==> src/rtl/difficulty_selector_pkg.sv <==
// Shared definitions for the difficulty selector: difficulty codes, controller
// state encoding and button indices used by the top level and the bench.
package diff_sel_pkg;

    localparam int DIFF_W = 32;

    localparam logic [1:0] DIFF_NONE = 2'd0;
    localparam logic [1:0] DIFF_EASY = 2'd1;
    localparam logic [1:0] DIFF_MED  = 2'd2;
    localparam logic [1:0] DIFF_HARD = 2'd3;

    typedef enum logic {
        ST_IDLE    = 1'b0,
        ST_PENDING = 1'b1
    } state_t;

    // Index order doubles as event priority: lower index wins
    localparam int BTN_D   = 0;
    localparam int BTN_L   = 1;
    localparam int BTN_C   = 2;
    localparam int BTN_R   = 3;
    localparam int NUM_BTN = 4;

endpackage

==> src/rtl/difficulty_selector_if.sv <==
// Handshake bundle between the difficulty selector (master) and the CPU (slave).
interface difficulty_selector_if;

    logic                            diff_ack;
    logic [diff_sel_pkg::DIFF_W-1:0] difficulty;
    logic                            diff_valid;

    modport master (
        output difficulty,
        output diff_valid,
        input  diff_ack
    );

    modport slave (
        input  difficulty,
        input  diff_valid,
        output diff_ack
    );

endinterface

==> src/rtl/difficulty_selector_btn_debounce.sv <==
// btn_debounce: 2-flop synchronizer, optional debounce counter and rise detector
// for one raw button. Counter built only when DIFF_SEL_DEBOUNCE_EN is defined.
module btn_debounce #(
    parameter int DEBOUNCE_CYCLES = 500000,
    parameter int CNT_W           = 20
) (
    input  logic clock,
    input  logic anti_reset,
    input  logic i_btn,
    output logic o_rise
);

    logic r_sync1;
    logic r_sync2;
    logic r_deb_prev;
    logic r_started;
    logic r_armed;
    logic w_deb;

    if (DEBOUNCE_CYCLES < 2 || (64'(DEBOUNCE_CYCLES) >> CNT_W) != 64'd0) begin : g_param_chk
        $error("btn_debounce: DEBOUNCE_CYCLES must be >= 2 and fit in CNT_W bits");
    end

    always_ff @(posedge clock or negedge anti_reset) begin
        if (!anti_reset) begin
            r_sync1 <= 1'b0;
            r_sync2 <= 1'b0;
        end else begin
            r_sync1 <= i_btn;
            r_sync2 <= r_sync1;
        end
    end

`ifdef DIFF_SEL_DEBOUNCE_EN
    localparam logic [CNT_W-1:0] FLIP_AT = CNT_W'(DEBOUNCE_CYCLES - 2);
    localparam logic [CNT_W-1:0] CNT_MAX = CNT_W'(DEBOUNCE_CYCLES);

    logic [CNT_W-1:0] r_cnt;
    logic             r_deb;

    // The flip edge also requires the first sync stage to disagree, so the level
    // changes only after DEBOUNCE_CYCLES consecutive disagreeing samples.
    always_ff @(posedge clock or negedge anti_reset) begin
        if (!anti_reset) begin
            r_cnt <= '0;
            r_deb <= 1'b0;
        end else if (r_sync2 == r_deb) begin
            r_cnt <= '0;
        end else if (r_cnt >= FLIP_AT && r_sync1 != r_deb) begin
            r_deb <= r_sync2;
            r_cnt <= '0;
        end else if (r_cnt != CNT_MAX) begin
            r_cnt <= r_cnt + CNT_W'(1);
        end
    end

    assign w_deb = r_deb;
`else
    assign w_deb = r_sync2;
`endif

    // A button held across reset release must be seen released before it can fire
    always_ff @(posedge clock or negedge anti_reset) begin
        if (!anti_reset) begin
            r_started  <= 1'b0;
            r_armed    <= 1'b0;
            r_deb_prev <= 1'b0;
        end else begin
            r_started  <= 1'b1;
            r_deb_prev <= w_deb;
            if (r_started && !r_sync1) begin
                r_armed <= 1'b1;
            end
        end
    end

    assign o_rise = w_deb & ~r_deb_prev & r_armed;

endmodule

==> src/rtl/difficulty_selector.sv <==
// difficulty_selector: debounced, sticky difficulty latch with a valid/ack handshake.
// Build option DIFF_SEL_DEBOUNCE_EN enables the per-button debounce counters.
module difficulty_selector
    import diff_sel_pkg::*;
#(
    parameter int DEBOUNCE_CYCLES = 500000,
    parameter int CNT_W           = 20
) (
    input  logic                  clock,
    input  logic                  anti_reset,
    input  logic                  btn_l,
    input  logic                  btn_c,
    input  logic                  btn_r,
    input  logic                  btn_d,
    input  logic                  lock,
    difficulty_selector_if.master cpu
);

    logic [NUM_BTN-1:0] w_raw;
    logic [NUM_BTN-1:0] w_rise;
    logic               w_evt;
    logic [1:0]         w_evt_code;
    state_t             r_state;
    state_t             w_state_nxt;
    logic [1:0]         r_code;
    logic [1:0]         w_code_nxt;

    always_comb begin
        w_raw        = '0;
        w_raw[BTN_D] = btn_d;
        w_raw[BTN_L] = btn_l;
        w_raw[BTN_C] = btn_c;
        w_raw[BTN_R] = btn_r;
    end

    for (genvar g = 0; g < NUM_BTN; g++) begin : g_btn
        btn_debounce #(
            .DEBOUNCE_CYCLES (DEBOUNCE_CYCLES),
            .CNT_W           (CNT_W)
        ) u_btn (
            .clock      (clock),
            .anti_reset (anti_reset),
            .i_btn      (w_raw[g]),
            .o_rise     (w_rise[g])
        );
    end

    // One event per cycle; lock drops rises outright rather than deferring them
    always_comb begin
        w_evt      = 1'b0;
        w_evt_code = DIFF_NONE;
        if (!lock) begin
            if (w_rise[BTN_D]) begin
                w_evt      = 1'b1;
                w_evt_code = DIFF_NONE;
            end else if (w_rise[BTN_L]) begin
                w_evt      = 1'b1;
                w_evt_code = DIFF_EASY;
            end else if (w_rise[BTN_C]) begin
                w_evt      = 1'b1;
                w_evt_code = DIFF_MED;
            end else if (w_rise[BTN_R]) begin
                w_evt      = 1'b1;
                w_evt_code = DIFF_HARD;
            end
        end
    end

    always_comb begin
        w_state_nxt = r_state;
        w_code_nxt  = r_code;
        case (r_state)
            ST_IDLE: begin
                if (w_evt) begin
                    w_state_nxt = ST_PENDING;
                    w_code_nxt  = w_evt_code;
                end
            end
            ST_PENDING: begin
                if (w_evt) begin
                    w_code_nxt = w_evt_code;
                end else if (cpu.diff_ack) begin
                    w_state_nxt = ST_IDLE;
                end
            end
            default: begin
                w_state_nxt = ST_IDLE;
            end
        endcase
    end

    always_ff @(posedge clock or negedge anti_reset) begin
        if (!anti_reset) begin
            r_state <= ST_IDLE;
            r_code  <= DIFF_NONE;
        end else begin
            r_state <= w_state_nxt;
            r_code  <= w_code_nxt;
        end
    end

    assign cpu.difficulty = {{(DIFF_W-2){1'b0}}, r_code};
    assign cpu.diff_valid = (r_state == ST_PENDING);

endmodule

==> src/flat_wrapper.sv <==
// flat-port wrapper written by rule: the top's interface ports become plain ports
module difficulty_selector_flat import diff_sel_pkg::*;
#(
    parameter int DEBOUNCE_CYCLES = 500000,
    parameter int CNT_W           = 20
)
  (clock, anti_reset, btn_l, btn_c, btn_r, btn_d, lock, cpu_difficulty, cpu_diff_valid, cpu_diff_ack);
  difficulty_selector_if cpu_i ();
  input  logic clock;
  input  logic anti_reset;
  input  logic btn_l;
  input  logic btn_c;
  input  logic btn_r;
  input  logic btn_d;
  input  logic lock;
  output wire logic [$bits(cpu_i.difficulty)-1:0] cpu_difficulty;
  output wire logic [$bits(cpu_i.diff_valid)-1:0] cpu_diff_valid;
  input wire logic [$bits(cpu_i.diff_ack)-1:0] cpu_diff_ack;
  assign cpu_difficulty = cpu_i.difficulty;
  assign cpu_diff_valid = cpu_i.diff_valid;
  assign cpu_i.diff_ack = cpu_diff_ack;
  difficulty_selector #(.DEBOUNCE_CYCLES(DEBOUNCE_CYCLES), .CNT_W(CNT_W)) u_core (.clock(clock), .anti_reset(anti_reset), .btn_l(btn_l), .btn_c(btn_c), .btn_r(btn_r), .btn_d(btn_d), .lock(lock), .cpu(cpu_i));
endmodule
==> config.mk <==
export PLATFORM = sky130hd
export DESIGN_NAME = difficulty_selector_flat
export DESIGN_NICKNAME = d
export VERILOG_FILES = /design/src/rtl/difficulty_selector_pkg.sv /design/src/rtl/difficulty_selector_if.sv /design/src/rtl/difficulty_selector_btn_debounce.sv /design/src/rtl/difficulty_selector.sv /design/src/flat_wrapper.sv
export SDC_FILE = /design/constraint.sdc
export NUM_CORES = 1
export LEC_CHECK = 0
export CORE_ASPECT_RATIO = 0.8
export CORE_MARGIN = 2
export CORE_UTILIZATION = 43
export DETAILED_ROUTE_END_ITERATION = 16
export GPL_TIMING_DRIVEN = 0
export PLACE_DENSITY = 0.94
export SLEW_MARGIN = 20
export SYNTH_ARGS = -nofsm -noshare
export SYNTH_HDL_FRONTEND = slang
export SYNTH_SLANG_ARGS = --single-unit
==> constraint.sdc <==
create_clock -name clock -period 1.9 [get_ports clock]
set_input_delay 0.38 -clock clock [delete_from_list [all_inputs] [get_ports clock]]
set_output_delay 0.38 -clock clock [all_outputs]
set_load 0.01 [all_outputs]
==> results.toml <==
[worst_setup_path]
r2r-start = "u_core.g_btn[1].u_btn.r_armed"
critical_path_required_ns = 1.52
critPathLaunchType = "flip-flop"
cp_top_family = "buffers and inverters"
reg2reg_slack_ns = 0.87
crit_chain = "clkdlybuf4s50_1"
cp_max_fo = 2
worst_r2r_path_depth = 4
path_class = "flip-flop to output port"
r2r-end = "u_core.cpu.diff_valid"
cp.buffers_inverters = 1
slowest_stage = "clkdlybuf4s50_1"
critical_path_arrival_ns = 1.21
worst_path_largest_cell_delay_ns = 0.55
crit_path_end_kind = "output port"

[sta]
clock_skew_ns = 0.000641
hold_viol_final = 0
fmax_mhz = 629
rsz0062_at_grt = "no"
setup_tns_ns = 0
setup_viol = 0
slew_headroom_pct = 44.6
post-route-period-util_pct = 83.7
min_period_ns = 1.59
tightest_slew_ns = 0.828
report.final.slew_viol_count = 0

[synthesis]
synth_compound_area_share_pct = 9.68
syn_inst = 77
synth_top_family_by_area = "buffers and inverters"
netlist_area_um2 = 892
yosys.area_share.adder_pct = 0
yosysSeqAreaShare_pct = 56.1
yosys.area_share.simple_pct = 5.19
synth.distinct_cells = 14
ys_ff_latch = 20
avgSynthCellArea_um2 = 11.6
synth_xor_area_share_pct = 0
yosys_warnings = 0
synthMuxAreaShare_pct = 0

[drt]
drt-vias-per-instance = 3.71
antenna_left = 0
drc = 0
routed_wl_um = 1320
vias = 534
wl_per_cell_um = 9.13
dr.pass1.iters = 3
drt_iter0_markers = 2

[power]
power.share.switching_pct = 23.9
p_int_mw = 0.647
pwr-share-clk_pct = 28.3
pwr-share-seq_pct = 54.4
peakVddDrop_v = 0.000609
p_comb_share_pct = 17.3
powerDensity_nw_per_um2 = 729
p_leak_nw = 0.632
switching_power_mw = 0.204

[floorplanning]
die_w_um = 54.9
core_area_um2 = 1930
die_y_um = 44.7
core.rowCount = 14
pin_count = 41
dieArea_um2 = 2460
start_util_pct = 46.3

[layout]
layout-drive-gt1-share_pct = 30.8
fin_nets = 129
layout_commonest_cell = "conb_1"
antennaDiodeCount = 0
final_cell_mix = "conb_1 (31), buf_4 (30), dfrtp_1 (20)"
utilization_pct = 60.6
area_growth_pct = 30.9

[clocking]
holdBufCountCts = 0
cts_buffer_depth = 2
cts.sinks = 20
ctsResizeCount = 0
htreeDepth = 1
root_buffer = "clkbuf_4"
post_cts_buffers = 0
path_clk_slew_ns = 0.10
clk_latency_ns = 0.30
cts_buffers = 3
cts_tree = "done"

[worst_hold_path]
hp-start = "u_core.g_btn[3].u_btn.r_sync2"
worstHoldPathType = "flip-flop to flip-flop"
hold_depth = 0
whs_endpoint = "u_core.g_btn[3].u_btn.r_deb_prev"

[global_route]
antenna_found_initial = 0
grt_pass1_vias = 462
grt_pass1_wl_um = 1900
grt_usage_pct = 11.7
grt_max_degree = 21
grt_overflow = 0

[place]
port_buffers = 10
dp_hpwl_um = 1100
place.gp.congestion = 0.742

[run_status]
outcome = "finished, final reports clean"

[run]
cap_violations = 0
## cells in the mapped netlist
library cell,count,area [um^2]
dfrtp_1,20,500
o21ai_0,3,15.0
o22a_1,1,8.76
a41oi_2,1,16.3
buf_4,30,225
nand3b_1,2,15.0
a21o_1,3,22.5
inv_1,7,26.3
a21oi_1,3,15.0
nand3b_4,1,20.0
a21o_2,1,8.76
nand2_1,2,7.51
nor2_1,1,3.75
conb_1,2,7.51
## metrics by stage
step / std cells / setup WS [ns] / instance area [um^2] / total power [mW] / hold slack [ns]
after floorplan: 106 / 1.00 / 1000 / 0.566 / 0.0844
after global placement: 140 / 0.488 / 1130 / 0.611 / 0.357
after detailed placement: 140 / 0.437 / 1130 / 0.617 / 0.365
after CTS: 144 / 0.292 / 1170 / 0.858 / 0.389
after global routing: 144 / 0.261 / 1170 / 0.890 / 0.393
final: 144 / 0.309 / 1170 / 0.851 / 0.389
## layer usage
metal  GRT usage, %  share of wire, %  vias to the layer above
met5              0                 0                        -
li1               -                 -                      267
met4           10.2               3.3                        0
met3           1.99                12                        4
met2           20.2                51                       33
met1           12.0                33                      230
## layout make-up
| class | count | area, um^2 |
|---|---|---|
| Clock buffer | 4 | 36.3 |
| Sequential cell | 20 | 500 |
| Inverter | 7 | 26.3 |
| Multi-Input combinational cell | 49 | 249 |
| Fill cell | 163 | 759 |
| Tap cell | 24 | 30.0 |
| Buffer | 30 | 225 |
| Timing Repair Buffer | 10 | 100 |
## worst max-delay path by stage
| stage | start | endpoint | cells past startpoint |
|---|---|---|---|
| 2_1_floorplan | u_core.g_btn[1].u_btn.r_armed | u_core.cpu.diff_valid | 4 |
| 3_3_place_gp | anti_reset | u_core.g_btn[1].u_btn.r_deb_prev | 1 |
| 3_5_place_dp | anti_reset | u_core.cpu.diff_valid | 1 |
| 4_1_cts | u_core.r_code[1] | cpu_difficulty[1] | 1 |
| 5_1_grt | u_core.r_code[1] | cpu_difficulty[1] | 1 |
| 6_report | u_core.r_code[1] | cpu_difficulty[1] | 1 |
## kinds of logic (layout without fill, tap and decap cells)
logic type / count (synthesis) / count (layout)
compound gates: 12 / 12
buf+inv: 37 / 51
flops: 20 / 20
other cells: 2 / 31
simple gates: 6 / 6
## power groups by stage
stage | registers (mW) | logic (mW) | clock network (mW)
6_report | 0.463 | 0.147 | 0.241
5_1_grt | 0.466 | 0.164 | 0.260
4_1_cts | 0.463 | 0.145 | 0.250
3_5_place_dp | 0.472 | 0.145 | 0
3_3_place_gp | 0.469 | 0.142 | 0
2_1_floorplan | 0.473 | 0.0926 | 0
## flip-flops by register name, indices dropped and copies added, names as in the netlist
signal	cells
u_core.cpu.diff_valid	1
u_core.g_btn.u_btn.r_armed	4
u_core.g_btn.u_btn.r_deb_prev	4
u_core.g_btn.u_btn.r_started	1
u_core.g_btn.u_btn.r_sync1	4
u_core.g_btn.u_btn.r_sync2	4
u_core.r_code	2
Note: power is estimated with default switching activity, not from simulation.
